<file path="src/rtl/ccc_lock_reset_sequencer_if.sv">
// Control/status bundle between a PLL lock source and the reset sequencer.
// Master drives lock and software request; slave returns resets and status.
interface ccc_lock_reset_sequencer_if #(
    parameter int unsigned NUM_RST = 4
);
    logic               pll_lock_0;
    logic               sw_rst_req;
    logic [NUM_RST-1:0] rst_out;
    logic               all_ready;
    logic               lock_stable;
    logic [7:0]         lock_loss_cnt;
    logic [1:0]         state;

    modport master (
        output pll_lock_0,
        output sw_rst_req,
        input  rst_out,
        input  all_ready,
        input  lock_stable,
        input  lock_loss_cnt,
        input  state
    );

    modport slave (
        input  pll_lock_0,
        input  sw_rst_req,
        output rst_out,
        output all_ready,
        output lock_stable,
        output lock_loss_cnt,
        output state
    );
endinterface

</file>
<file path="src/rtl/ccc_lock_reset_sequencer.sv">
// PLL-lock qualifier and staged multi-domain reset sequencer for a PF_CCC.
// Debounces the synchronised lock, releases resets one by one, counts lock losses.
module ccc_lock_reset_sequencer #(
    parameter int unsigned NUM_RST     = 4,
    parameter int unsigned LOCK_FILTER = 1024,
    parameter int unsigned STAGE_DLY   = 256
) (
    input  logic                        clk,
    input  logic                        reset,
    ccc_lock_reset_sequencer_if.slave   bus
);
    // Widths floor at 1 so limits of 1 still give legal vectors.
    localparam int unsigned FiltW = (LOCK_FILTER > 1) ? $clog2(LOCK_FILTER) : 1;
    localparam int unsigned DlyW  = (STAGE_DLY > 1) ? $clog2(STAGE_DLY) : 1;
    localparam int unsigned IdxW  = (NUM_RST > 1) ? $clog2(NUM_RST) : 1;

    localparam logic [FiltW-1:0] FiltLast = FiltW'(LOCK_FILTER - 1);
    localparam logic [DlyW-1:0]  DlyLast  = DlyW'(STAGE_DLY - 1);
    localparam logic [IdxW-1:0]  IdxLast  = IdxW'(NUM_RST - 1);

    typedef enum logic [1:0] {
        StWaitLock = 2'd0,
        StFilter   = 2'd1,
        StRelease  = 2'd2,
        StRun      = 2'd3
    } state_e;

    state_e             st_q;
    logic               sync1_q;
    logic               lock_s_q;
    logic [FiltW-1:0]   filt_q;
    logic [DlyW-1:0]    dly_q;
    logic [IdxW-1:0]    idx_q;
    logic [NUM_RST-1:0] rst_q;
    logic               ready_q;
    logic               stable_q;
    logic [7:0]         loss_q;

    always_ff @(posedge clk) begin
        if (reset) begin
            st_q     <= StWaitLock;
            sync1_q  <= 1'b0;
            lock_s_q <= 1'b0;
            filt_q   <= '0;
            dly_q    <= '0;
            idx_q    <= '0;
            rst_q    <= '1;
            ready_q  <= 1'b0;
            stable_q <= 1'b0;
            loss_q   <= 8'd0;
        end else begin
            sync1_q  <= bus.pll_lock_0;
            lock_s_q <= sync1_q;
            case (st_q)
                StWaitLock: begin
                    filt_q <= '0;
                    if (lock_s_q) st_q <= StFilter;
                end
                StFilter: begin
                    if (!lock_s_q) begin
                        st_q   <= StWaitLock;
                        filt_q <= '0;
                    end else if (filt_q == FiltLast) begin
                        st_q     <= StRelease;
                        stable_q <= 1'b1;
                        idx_q    <= '0;
                        dly_q    <= '0;
                    end else begin
                        filt_q <= filt_q + FiltW'(1);
                    end
                end
                StRelease, StRun: begin
                    // Lock loss takes priority over a coincident software request.
                    if (!lock_s_q) begin
                        st_q     <= StWaitLock;
                        rst_q    <= '1;
                        ready_q  <= 1'b0;
                        stable_q <= 1'b0;
                        if (loss_q != 8'hff) loss_q <= loss_q + 8'd1;
                    end else if (bus.sw_rst_req) begin
                        st_q    <= StRelease;
                        rst_q   <= '1;
                        ready_q <= 1'b0;
                        idx_q   <= '0;
                        dly_q   <= '0;
                    end else if (st_q == StRelease) begin
                        if (dly_q == DlyLast) begin
                            rst_q[idx_q] <= 1'b0;
                            dly_q        <= '0;
                            idx_q        <= idx_q + IdxW'(1);
                            if (idx_q == IdxLast) begin
                                st_q    <= StRun;
                                ready_q <= 1'b1;
                            end
                        end else begin
                            dly_q <= dly_q + DlyW'(1);
                        end
                    end
                end
                default: st_q <= StWaitLock;
            endcase
        end
    end

    assign bus.rst_out       = rst_q;
    assign bus.all_ready     = ready_q;
    assign bus.lock_stable   = stable_q;
    assign bus.lock_loss_cnt = loss_q;
    assign bus.state         = st_q;
endmodule

</file>
<file path="src/flat_wrapper.sv">
// flat-port wrapper written by rule: the top's interface ports become plain ports
module ccc_lock_reset_sequencer_flat 
#(
    parameter int unsigned NUM_RST     = 4,
    parameter int unsigned LOCK_FILTER = 1024,
    parameter int unsigned STAGE_DLY   = 256
)
  (clk, reset, bus_pll_lock_0, bus_sw_rst_req, bus_rst_out, bus_all_ready, bus_lock_stable, bus_lock_loss_cnt, bus_state);
  ccc_lock_reset_sequencer_if #(.NUM_RST(NUM_RST)) bus_i ();
  input  logic clk;
  input  logic reset;
  input wire logic [$bits(bus_i.pll_lock_0)-1:0] bus_pll_lock_0;
  input wire logic [$bits(bus_i.sw_rst_req)-1:0] bus_sw_rst_req;
  output wire logic [$bits(bus_i.rst_out)-1:0] bus_rst_out;
  output wire logic [$bits(bus_i.all_ready)-1:0] bus_all_ready;
  output wire logic [$bits(bus_i.lock_stable)-1:0] bus_lock_stable;
  output wire logic [$bits(bus_i.lock_loss_cnt)-1:0] bus_lock_loss_cnt;
  output wire logic [$bits(bus_i.state)-1:0] bus_state;
  assign bus_i.pll_lock_0 = bus_pll_lock_0;
  assign bus_i.sw_rst_req = bus_sw_rst_req;
  assign bus_rst_out = bus_i.rst_out;
  assign bus_all_ready = bus_i.all_ready;
  assign bus_lock_stable = bus_i.lock_stable;
  assign bus_lock_loss_cnt = bus_i.lock_loss_cnt;
  assign bus_state = bus_i.state;
  ccc_lock_reset_sequencer #(.NUM_RST(NUM_RST), .LOCK_FILTER(LOCK_FILTER), .STAGE_DLY(STAGE_DLY)) u_core (.clk(clk), .reset(reset), .bus(bus_i));
endmodule
</file>
<file path="config.mk">
export PLATFORM = sky130hd
export DESIGN_NAME = ccc_lock_reset_sequencer_flat
export DESIGN_NICKNAME = d
export VERILOG_FILES = /design/src/rtl/ccc_lock_reset_sequencer_if.sv /design/src/rtl/ccc_lock_reset_sequencer.sv /design/src/flat_wrapper.sv
export SDC_FILE = /design/constraint.sdc
export NUM_CORES = 1
export LEC_CHECK = 0
export BUFFER_PORTS_ARGS = -buffer_cell sky130_fd_sc_hd__buf_2
export CAP_MARGIN = 10
export CORE_MARGIN = 4
export CORE_UTILIZATION = 30
export DETAILED_ROUTE_END_ITERATION = 10
export HOLD_SLACK_MARGIN = 0.15
export PLACE_DENSITY = 0.47
export SLEW_MARGIN = 15
export SYNTH_ARGS = -nofsm -noshare
export SYNTH_HDL_FRONTEND = slang
export SYNTH_SLANG_ARGS = --single-unit
</file>
<file path="constraint.sdc">
create_clock -name clk -period 5.13 [get_ports clk]
set_input_delay 1.026 -clock clk [delete_from_list [all_inputs] [get_ports clk]]
set_output_delay 1.026 -clock clk [all_outputs]
set_load 0.01 [all_outputs]
</file>
==> summary.md <==
| Metric | Value |
|---|---|
| Synth cell types | `44` |
| Post-Syn Nets | `233` |
| Worst Hold Class | `flop to flop` |
| First-pass GRT wire length | `7370 um` |
| Max-Cap Viols | `0` |
| Largest net degree at the start of global routing | `25` |
| DR DRC count | `0` |
| Mux cell area share after synthesis | `0.0106` |
| Layout area overhead | `12.2%` |
| Sequential area share after synthesis | `0.402` |
| Crit-path max FO | `19` |
| Reg2Reg Setup Slack | `2.97 ns` |
| Simple-Gate Fraction of Synth Area | `0.258` |
| Seq pwr share | `0.575` |
| Final period utilization | `0.446` |
| Xor and xnor area share after synthesis | `0.0139` |
| CP startpoint kind | `flop` |
| Routed Antenna Nets | `0` |
| Clk buf depth | `2` |
| Final Non-Filler Cells | `314` |
| Clock insertion delay at the later pin of the skew report | `0.28 ns` |
| Synth Instances | `222` |
| Die height | `87.4 um` |
| Logic pwr share | `0.019` |
| GR Util All Layers | `0.121` |
| Initial antenna violation count | `0` |
| Fmax | `0.437 GHz` |
| Crit path kind | `flop to output port` |
| Final-stage net count | `249` |
| Setup TNS | `0 ns` |
| Clock sinks | `38` |
| Vias in the first global route | `1,543` |
| Net Sw Power | `0.000110 W` |
| Worst-path cell chain | `buf_2` |
| Final hold violation count | `0` |
| Post-CTS sizing | `0` |
| H-tree levels | `2` |
| Drt pass-1 iters | `4` |
| P per Cell Area | `244 nW/um^2` |
| Dominant synthesized flop cell | `dfxtp_1` |
| Lkg Pwr | `0.721 nW` |
| P_int | `0.000407 W` |
| Max Slew Vio Count | `0` |
| Skew final | `0.00614 ns` |
| Core ar. | `6030 um^2` |
| Initial DRC Count | `61` |
| Die X | `87.4 um` |
| Status | `complete, no violations` |
| Synthesized area | `1890 um^2` |
| Placed Instances | `306` |
| Initial Util | `0.314` |
| Synthesized flop and latch total | `38` |
| Clock power share | `0.406` |
| Cts hold-fix bufs | `0` |
| Total CTS buffers | `5` |
| Mapped Avg Cell Area | `8.53 um^2` |
| Hpwl dp | `3030 um` |
| Sw Share | `0.213` |
| Maximum VDD drop | `0.160 mV` |
| Post-Synth Adder-Cell Area | `0.0463` |
| Top Ports | `20` |
| Req. time, crit path | `4.10 ns` |
| N_diodes | `0` |
| Vias | `1,661` |
| Gr ovfl total | `0` |
| EDFF count, synth | `0` |
| Total Routed Length | `4280 um` |
| CTS tree | `yes` |
| Critical-path top delay cell | `dfxtp_1` |
| Global placement routability congestion | `0.762` |
| Critical path's top delay family | `flip-flops` |
| Post-CTS Setup Inserts | `0` |
| Vias per cell | `5.29` |
| Number of I/O port buffers | `19` |
| RSZ-0062 raised after global routing | `false` |
| Die footprint | `7640 um^2` |
| Worst path bufs/invs | `1` |
| Routed wire length per instance | `13.6 um` |
| Setup violators final | `0` |
| # fillers | `647` |
| Compound-Gate Fraction of Synth Area | `0.225` |
| Slew Limit Headroom | `0.479` |
| Clock Tree Root | `clkbuf_8` |
| WP data arrival | `1.26 ns` |
| Main combinational cell family by area after synthesis | `simple AND/OR/NAND/NOR gates` |
| Reg clk slew, reported paths | `0.07 ns` |
| Crit. End Element | `output port` |
| Final Core Density | `0.352` |
| Yosys Warn Count | `0` |
| Layout cell share with drive strength beyond 1 | `0.121` |
| FFs w/ async S/R, synth | `0` |
| Actual slew at the worst max-slew pin | `0.772 ns` |
| Tmin final | `2.29 ns` |
| # rows | `28` |
| Worst path max stage delay | `0.72 ns` |
flip-flops by register name, indices dropped and copies added, names as in the netlist:
register / count
u_core.bus.lock_loss_cnt: 8
u_core.sync1_q: 1
u_core.filt_q: 10
u_core.lock_s_q: 1
u_core.bus.lock_stable: 1
u_core.dly_q: 8
u_core.bus.state: 2
u_core.bus.rst_out: 4
u_core.bus.all_ready: 1
u_core.idx_q: 2
logic make-up after synthesis:
family / after synthesis
simple gates: 87
xor+xnor: 3
flops: 38
mux: 2
compound gates: 66
buf+inv: 19
fa+ha+maj: 7
layout make-up:
| cell class | instances | area (um^2) | area share |
|---|---|---|---|
| Inverter | 9 | 33.8 | 0.0159 |
| Sequential cell | 38 | 761 | 0.358 |
| Tap cell | 75 | 93.8 | 0.0442 |
| Timing Repair Buffer | 19 | 95.1 | 0.0448 |
| Clock buffer | 7 | 86.3 | 0.0407 |
| Clock inverter | 1 | 5.00 | 0.00236 |
| Multi-Input combinational cell | 165 | 1050 | 0.494 |
through the flow:
stage          worst slack, ns  hold WS (ns)  power (W)  cell area, um^2
6_report                  2.84         0.444   0.000517             2120
5_1_grt                   2.72         0.471   0.000544             2120
4_1_cts                   2.81         0.447   0.000526             2120
3_5_place_dp              2.66         0.430   0.000314             2030
3_3_place_gp              2.67         0.416   0.000315             2030
2_1_floorplan             3.10         0.414   0.000310             1890
placed cells by master (no fill, tap or decap), drive strengths merged, types with 5 or more instances in the layout:
master	n
clkbuf	7
ha	7
nand4	5
a21oi	17
nor2b	5
or4	6
nand3	15
nor2	14
buf	19
dfxtp	38
nand2	9
inv	9
and3	6
or3	7
o21ai	19
a31oi	8
metal layers:
metal  vias up  share of wire  track usage
met4         0         0.0089       0.0391
met2        34           0.45        0.188
met5         -              0            0
li1        863              -            -
met3         4          0.046       0.0312
met1       760           0.49        0.162
synthesized netlist by cell type, types with 3 or more instances:
cell | number | area [um^2]
nand2_1 | 9 | 33.8
and3_1 | 6 | 37.5
or3_1 | 7 | 43.8
buf_2 | 4 | 20.0
nand3_1 | 15 | 75.1
a21oi_1 | 17 | 85.1
nor3_1 | 3 | 15.0
nand2b_1 | 4 | 25.0
a31oi_1 | 8 | 50.1
o21ai_0 | 17 | 85.1
nand3b_1 | 4 | 30.0
ha_1 | 7 | 87.6
clkbuf_1 | 5 | 18.8
inv_1 | 9 | 33.8
nor2b_1 | 5 | 31.3
dfxtp_1 | 38 | 761
nor2_1 | 14 | 52.6
nand4_1 | 5 | 31.3
o31ai_1 | 4 | 30.0
or4_1 | 6 | 45.0
o21a_1 | 3 | 22.5
power by group through the flow:
stage,sequential (W),clock (W),combinational (W)
global route,0.000298,0.000235,0.0000116
CTS,0.000297,0.000219,0.0000102
finish,0.000297,0.000210,0.00000989
floorplan,0.000303,0,0.00000685
global placement,0.000304,0,0.0000102
detailed placement,0.000304,0,0.0000102
worst paths after layout:
path,cells past startpoint,from,end
max reg2reg,4,u_core.bus.state[1]$_SDFFE_PP0P_,u_core.dly_q[3]$_SDFFE_PP0P_
min reg2reg,1,u_core.sync1_q$_SDFF_PP0_,u_core.lock_s_q$_SDFF_PP0_
min,1,u_core.sync1_q$_SDFF_PP0_,u_core.lock_s_q$_SDFF_PP0_
max,1,u_core.bus.state[1]$_SDFFE_PP0P_,bus_state[1]
(Power assumes the default switching activity.)
